File: config.mk
export PLATFORM = sky130hd
export DESIGN_NAME = seq_decoder
export DESIGN_NICKNAME = d
export VERILOG_FILES = /design/src/rtl/seq_decoder_pkg.sv /design/src/rtl/seq_decoder_pattern.sv /design/src/rtl/seq_decoder.sv
export SDC_FILE = /design/constraint.sdc
export NUM_CORES = 1
export LEC_CHECK = 0
export CORE_AREA = 2 2 65 67
export CTS_CLUSTER_DIAMETER = 150
export DETAILED_ROUTE_END_ITERATION = 10
export DIE_AREA = 0 0 67 69
export GPL_TIMING_DRIVEN = 0
export PLACE_DENSITY = 0.68
export SETUP_SLACK_MARGIN = 0.4
export SLEW_MARGIN = 20
export SYNTH_ARGS = -nofsm -noshare
export SYNTH_HDL_FRONTEND = slang
export SYNTH_SLANG_ARGS = --single-unit
File: constraint.sdc
create_clock -name clk -period 2.5 [get_ports clk]
set_input_delay 0.25 -clock clk [delete_from_list [all_inputs] [get_ports clk]]
set_output_delay 0.25 -clock clk [all_outputs]
set_load 0.01 [all_outputs]
File: src/rtl/seq_decoder_pkg.sv
// Shared encodings for the sequenced decoder: request modes and FSM states.
package seq_decoder_pkg;

  typedef enum logic [1:0] {
    MODE_ONEHOT = 2'b00,
    MODE_THERM  = 2'b01,
    MODE_SCAN   = 2'b10,
    MODE_CLEAR  = 2'b11
  } mode_e;

  typedef enum logic {
    IDLE = 1'b0,
    SCAN = 1'b1
  } state_e;

endpackage

File: src/rtl/seq_decoder_pattern.sv
// Combinational pattern generator: one-hot (1<<idx) or thermometer (bits idx..0 set).
module seq_decoder_pattern #(
  parameter int N    = 3,
  parameter int OUTS = 1 << N
) (
  input  logic [N-1:0]    idx_i,
  input  logic            therm_i,
  output logic [OUTS-1:0] pat_o
);

  always_comb begin
    pat_o = '0;
    for (int unsigned i = 0; i < OUTS; i++) begin
      pat_o[i] = therm_i ? (i <= 32'(idx_i)) : (i == 32'(idx_i));
    end
  end

endmodule

File: src/rtl/seq_decoder.sv
// Sequenced decoder: one-hot / thermometer / clear on request, or a dwell-timed
// scan walking a single set bit across the output, wrapping at the top.
module seq_decoder
  import seq_decoder_pkg::*;
#(
  parameter int N       = 3,
  parameter int OUTS    = 1 << N,
  parameter int DWELL_W = 8
) (
  input  logic               clk,
  input  logic               rst,
  input  logic               en,
  input  logic               in_valid,
  output logic               in_ready,
  input  logic [N-1:0]       in_sel,
  input  logic [1:0]         mode,
  input  logic [DWELL_W-1:0] dwell,
  output logic [OUTS-1:0]    out,
  output logic               out_valid,
  output logic               scan_wrap
);

  state_e             state_q;
  logic [N-1:0]       pos_q;
  logic [DWELL_W-1:0] cnt_q;
  logic [DWELL_W-1:0] dwell_q;
  logic [OUTS-1:0]    out_q;
  logic               out_valid_q;
  logic               scan_wrap_q;

  logic               accept;
  logic               adv;
  logic [N-1:0]       pos_d;
  logic [N-1:0]       pat_idx;
  logic               pat_therm;
  logic [OUTS-1:0]    pat;

  assign in_ready  = en && (state_q == IDLE);
  assign accept    = in_valid && in_ready;
  assign out       = out_q;
  assign out_valid = out_valid_q;
  assign scan_wrap = scan_wrap_q;

  // The single pattern instance serves the request path in IDLE and the
  // next scan position in SCAN; position arithmetic wraps in N bits.
  always_comb begin
    adv       = (cnt_q == dwell_q);
    pos_d     = adv ? pos_q + N'(1) : pos_q;
    pat_idx   = (state_q == SCAN) ? pos_d : in_sel;
    pat_therm = (state_q == IDLE) && (mode_e'(mode) == MODE_THERM);
  end

  seq_decoder_pattern #(.N(N), .OUTS(OUTS)) u_pattern (
    .idx_i   (pat_idx),
    .therm_i (pat_therm),
    .pat_o   (pat)
  );

  always_ff @(posedge clk or posedge rst) begin
    if (rst) begin
      state_q     <= IDLE;
      pos_q       <= '0;
      cnt_q       <= '0;
      dwell_q     <= '0;
      out_q       <= '0;
      out_valid_q <= 1'b0;
      scan_wrap_q <= 1'b0;
    end else begin
      unique case (state_q)
        IDLE: begin
          scan_wrap_q <= 1'b0;
          if (accept) begin
            unique case (mode_e'(mode))
              MODE_ONEHOT, MODE_THERM: begin
                out_q       <= pat;
                out_valid_q <= 1'b1;
              end
              MODE_SCAN: begin
                state_q     <= SCAN;
                pos_q       <= in_sel;
                dwell_q     <= dwell;
                cnt_q       <= '0;
                out_q       <= pat;
                out_valid_q <= 1'b1;
              end
              MODE_CLEAR: begin
                out_q       <= '0;
                out_valid_q <= 1'b0;
              end
            endcase
          end
        end
        SCAN: begin
          if (!en) begin
            state_q     <= IDLE;
            cnt_q       <= '0;
            out_q       <= '0;
            out_valid_q <= 1'b0;
            scan_wrap_q <= 1'b0;
          end else if (adv) begin
            cnt_q       <= '0;
            pos_q       <= pos_d;
            out_q       <= pat;
            scan_wrap_q <= &pos_q;
          end else begin
            cnt_q       <= cnt_q + DWELL_W'(1);
            scan_wrap_q <= 1'b0;
          end
        end
      endcase
    end
  end

endmodule

== Word-level counts from Yosys, hierarchy flattened ==
Cells that the tools add are included.
Cells by class
  add/subtract/negate cells: 2
  magnitude comparators: 7
  equality and inequality tests: 17
  mux-type cells: 36
  bitwise logic cells: 1
  reductions and logical operators: 12
Operators by type and width (count)
  $mux W8: 7
  $pmux W8 S2: 3
  $mux W3: 6
  $mux W1: 15
  $eq A3 B3 Y1 const A: 4
  $le A3 B3 Y1 const A: 4
  $add A8 B1 Y8 const B: 1
  $eq A8 B8 Y1: 1
  $pmux W1 S2: 4
  $eq A2 B3 Y1 const A: 2
  $le A2 B3 Y1 const A: 2
  $ne A2 B2 Y1 const B: 3
  $pmux W3 S2: 1
  $reduce_and A2 Y1: 3
  $reduce_and A3 Y1: 2
  $eq A2 B2 Y1 const B: 2
  $ne A2 B1 Y1 const B: 2
  $reduce_and A4 Y1: 1
  $add A3 B1 Y3 const B: 1
  $eq A1 B3 Y1 const A: 1
  $le A1 B3 Y1 const A: 1
  $logic_and A1 B1 Y1: 3
  $logic_not A3 Y1: 1
  $ne A3 B2 Y1 const B: 1
  other kinds (4): 4
Storage, ports and cells
  register bits: 30
  bits of input ports: 17
  output and inout port bits: 11
  logic and storage cells: 82

== Logic depth before layout (Yosys ltp) ==
  depth in word-level cells: 8
  mapped depth: 8
  mapped depth without buffers: 7

== Modules after synthesis ==
A second synthesis with hierarchy kept.
Unflattened totals
  cell total of the unflattened synthesis: 155
  area total of the unflattened synthesis: 1640.3 um^2
Modules (own cells, without submodules)
  seq_decoder: instances 1, cells each 137, area each 1508.9 um^2, seq. area each 750.7 um^2
  seq_decoder_pattern: instances 1, cells each 18, area each 131.4 um^2, seq. area each 0.0 um^2

== Worst setup path before layout ==
No wires, ideal clock.
  path kind: register to register
  start: register pos_q[1]
  end: register out_q[1], in the netlist out[1]
  setup time: 126 ps
  data arrival time: 1741 ps
  data required time: 2374 ps
  slack: 633 ps
  cell stages (with the launch flop): 8
  buffers on the path: 0
  clock period less this slack: 1867 ps
  path through: dfrtp_1 ha_1 ha_1 nor3b_1 or4_4 nand2_2 nor2_1 a221o_1
On the way
  cells in the longest elaborated chain, start to end: 8
  elaborated cells between the ends (all ways): 11
  classes of those cells: add/sub: 1; order compare: 1; eq/ne: 1; mux: 8
Ends and longest elaborated chain
  start: declaration: RTL line seq_decoder.sv:24  | logic [N-1:0] pos_q;
  start signal: assignment: RTL line seq_decoder.sv:80  | pos_q <= in_sel;
  start signal: assignment: RTL line seq_decoder.sv:102  | pos_q <= pos_d;
  $add A3 B1 Y3: RTL line seq_decoder.sv:48  | pos_d = adv ? pos_q + N'(1) : pos_q;
  $mux W3 *: RTL line seq_decoder.sv:48
  $mux W3 *: RTL line seq_decoder.sv:49  | pat_idx = (state_q == SCAN) ? pos_d : in_sel;
  $le A1 B3 Y1 or $eq A1 B3 Y1 (tied branches): RTL line seq_decoder_pattern.sv:14  | pat_o[i] = therm_i ? (i <= 32'(idx_i)) : (i == 32'(idx_i));
  $mux W1 *: RTL line seq_decoder_pattern.sv:14
  $pmux W8 S2 or $mux W8 (tied branches): RTL line seq_decoder.sv:73, seq_decoder.sv:100
  $mux W8, on equally long branches: RTL line seq_decoder.sv:72, seq_decoder.sv:94
  $pmux W8 S2 *: RTL line seq_decoder.sv:69  | unique case (state_q)
  end signal: assignment: RTL line seq_decoder.sv:75  | out_q <= pat;
  end signal: assignment: RTL line seq_decoder.sv:83  | out_q <= pat;
  end signal: assignment: RTL line seq_decoder.sv:103  | out_q <= pat;
  end: declaration: RTL line seq_decoder.sv:27  | logic [OUTS-1:0] out_q;
Every way passes the cells marked *; elsewhere a longest branch is shown, timed or not. The select of a mux whose other input is x is not followed.
A chain may end at the register's enable or synchronous reset.

== Worst setup path in the final report ==
  start: register pos_q[1]
  end: register out_q[0], in the netlist out[0]
On the way
  cells in the longest elaborated chain, start to end: 8
  elaborated cells between the ends (all ways): 10
  classes of those cells: add/sub: 1; mux: 8; reduce/logical: 1
Ends and longest elaborated chain (RTL line)
  $add A3 B1 Y3: seq_decoder.sv:48
  $mux W3 *: seq_decoder.sv:48
  $mux W3 *: seq_decoder.sv:49
  $logic_not A3 Y1 *: seq_decoder_pattern.sv:14
  $mux W1 *: seq_decoder_pattern.sv:14
  $pmux W8 S2 or $mux W8 (tied branches): seq_decoder.sv:73, seq_decoder.sv:100
  $mux W8, on equally long branches: seq_decoder.sv:72, seq_decoder.sv:94
  $pmux W8 S2 *: seq_decoder.sv:69
Marked as above.

==> impl_metrics.tcl <==
set metrics [dict create \
    power_density_nw_per_um2 693 \
    drt_iter0_markers 85 \
    timing.final.crit_share_pct 83.0 \
    synth-main-ff-cell "dfrtp_1" \
    syn_nets 187 \
    synthCells 167 \
    max_slew_margin_pct 57.2 \
    synth_mux_area_share_pct 7.14 \
    start_util_pct 43.9 \
    tightest_slew_ns 0.642 \
    synth_cell_type_count 51 \
    synthAdderAreaFrac_pct 2.18 \
    multiInputGateArea_sq_um 956 \
    placed_cells 244 \
    grt_pass1_wl_mm 6.62 \
    fp.dieArea_sq_um 4620 \
    worst_path_most_repeated_cell "ha_1" \
    ys_seq_elements 30 \
    synth_top_family_by_area "simple AND/OR/NAND/NOR gates" \
    rsz0062_at_grt "yes" \
    setup_viol 0 \
    gr-total-overflow 0 \
    routed_wl_mm 4.08 \
    fillCellCount 361 \
    cts_made_buffers 5 \
    drv_slew 0 \
    drcViolationCount 0 \
    grt_max_degree 31 \
    wire_per_inst_microns 16.2 \
    hp-class "in2async" \
    leakage_nw 0.906 \
    critPathCaptureType "register" \
    cts_sinks 30 \
    area_growth_pct 27.4 \
    cts-root-buf "clkbuf_8" \
    drt_pass1_iterations 4 \
    grt_usage_pct 18.8 \
    slowest_delay_ns 0.43 \
    synth-edff-count 0 \
    io_buffer_count 27 \
    antenna_found_initial 0 \
    hold_buffers 0 \
    outcome "finished, final reports clean" \
    cp.buffers_inverters 0 \
    n_antenna_cell 0 \
    crit_family "simple AND/OR/NAND/NOR gates" \
    vias 1447 \
    htreeDepth 2 \
    synth_simple_gate_area_share_pct 20.0 \
    critPathSlowestCell "dfrtp_1" \
    hold_violations 0 \
    die_h_microns 69 \
    cts_tree "done" \
    cts.reportedPaths.clkPinSlew_ns 0.07 \
    die_x_microns 67 \
    finish.net_count 221 \
    ant_nets 0 \
    clk_path_buf_depth 2 \
    critPathRequiredTime_ns 2.67 \
    fin_crit_ns 2.08 \
    worst_ep_arrival_time_ns 2.25 \
    ir_drop_mv 0.515 \
    clkLatencyLatePin_ns 0.29 \
    seq_area_sq_um 751 \
    pin_count 28 \
    yosys_warnings 0 \
    gp_congestion 0.868 \
    instances_no_fill 252 \
    synth_xor_area_share_pct 6.48 \
    place_hpwl_mm 2.97 \
    grt_pass1_vias 1480 \
    synthesis.area_sq_um 1720 \
    via_per_inst 5.74 \
    path_max_fanout 5 \
    synth_compound_gate_area_share_pct 17.3 \
    setup-tns-final_ns 0 \
    crit_chain "ha_1 > ha_1 > nor3b_1 > or4_4 > nand2_2 > o41ai_2 > mux2_1" \
    whs_ns 0.371 \
    num_rows 23 \
    coreArea_sq_um 3910 \
    drive_gt1_share_pct 17.8 \
    worstSetupStartpointType "register" \
    async_reset_ff_share_pct 100 \
    cap_violations 0 \
    fmax_ghz 0.482 \
    avgSynthCellArea_sq_um 10.3 \
    path_class "reg2reg" \
    seq_area_frac_synth_pct 43.7 \
    skew_ns 0.00878 \
]
-- metal layers --
metal  wire [microns]  GRT usage (%)  vias up  share of wire (%)
li1                 -              -      685                  -
met1             1660           20.6      715                 41
met2             2140           32.6       37                 52
met3              192           5.38       10                4.7
met4               85           8.62        0                2.1
met5                0              0        -                  0
-- path summary, 6_finish.rpt --
path / startpoint / to / slack [ns] / depth (start not counted)
setup / recovery: pos_q[1] / out[0] / 0.42 / 7
hold / removal: rst / cnt_q[7] / 0.37 / 2
setup reg to reg: pos_q[1] / out[0] / 0.42 / 7
hold reg to reg: out[0] / out[0] / 0.49 / 1
max in group asynchronous: rst / dwell_q[3] / 1.71 / 2
min in group clk: out[0] / out[0] / 0.49 / 1
-- sequential cells by signal, summed over array words and instances (netlist names) --
signal	flops
cnt_q	8
dwell_q	8
out	8
pos_q	3
out_valid	1
scan_wrap	1
state_q	1
-- cell type report --
class / instances / share of cell area (%)
multi-input combinational: 126 / 43.7
sequential: 30 / 34.3
clock buffer: 7 / 3.95
inverter: 6 / 1.03
buffer: 5 / 1.60
clock inverter: 1 / 0.229
tap: 50 / 2.86
timing repair buffer: 27 / 12.3
-- where the power goes --
part           internal (mW)  switching, mW  total, mW
Clock                  0.222          0.185      0.407
Combinational          0.237          0.221      0.459
Sequential             0.569         0.0826      0.651
-- through the flow --
stage | utilization [%] | instance area [sq um] | total power [mW] | worst slack, ns
detailed placement | 52.4 | 2050 | 1.09 | 0.222
floorplan | - | 1720 | 0.928 | 0.633
CTS | 54.7 | 2140 | 1.49 | 0.450
finish | 55.9 | 2190 | 1.52 | 0.425
global route | 55.9 | 2190 | 1.60 | 0.325
global placement | 52.4 | 2050 | 1.07 | 0.304
-- kinds of logic (layout without fill, tap and decap cells) --
family,after synthesis,count (layout)
XOR/XNOR,8,8
AND/OR/NAND/NOR,60,60
adder cells (fa/ha/maj),3,3
AO/OA/AOI/OAI,44,44
multiplexers,11,11
flip-flops,30,30
buffers and inverters,11,46
-- Yosys cell counts, types with 2 or more instances --
cell / instances / area [sq um]
a21oi_1: 9 / 45.0
a22o_1: 2 / 17.5
a31oi_1: 2 / 12.5
a32o_1: 5 / 50.1
and3_1: 3 / 18.8
and4_1: 2 / 17.5
clkbuf_1: 2 / 7.51
dfrtp_1: 30 / 751
ha_1: 3 / 37.5
inv_1: 6 / 22.5
mux2_2: 9 / 101
nand2_1: 13 / 48.8
nand2b_1: 2 / 12.5
nand3_1: 3 / 15.0
nand3b_1: 2 / 15.0
nand4_1: 3 / 18.8
nor2_1: 14 / 52.6
nor2b_1: 5 / 31.3
nor3_1: 2 / 10.0
o211ai_1: 2 / 15.0
o21ai_0: 13 / 65.1
xnor2_1: 4 / 35.0
xnor2_2: 3 / 48.8
-- cell usage in the layout (no fill, tap or decap), types with 3 or more instances in the layout --
cell type and instances:
dfrtp_1 30, a32o_1 5, clkdlybuf4s50_1 27, nand4_1 3
nand2_1 13, nor2b_1 5, inv_1 5, clkbuf_8 6
nand3_1 3, mux2_2 9, nor2_1 13, a21oi_1 9
and3_1 3, ha_1 3, o21ai_0 13, xnor2_2 4
xnor2_1 3
-- timing repair --
action / CTS / global route
resized for setup: 0 / 10
buffers inserted: 0 / 0
endpoints found under the setup margin: 0 / 12
endpoints found under the hold margin: 0 / 0
No activity file was read; power rests on OpenSTA's default activity.
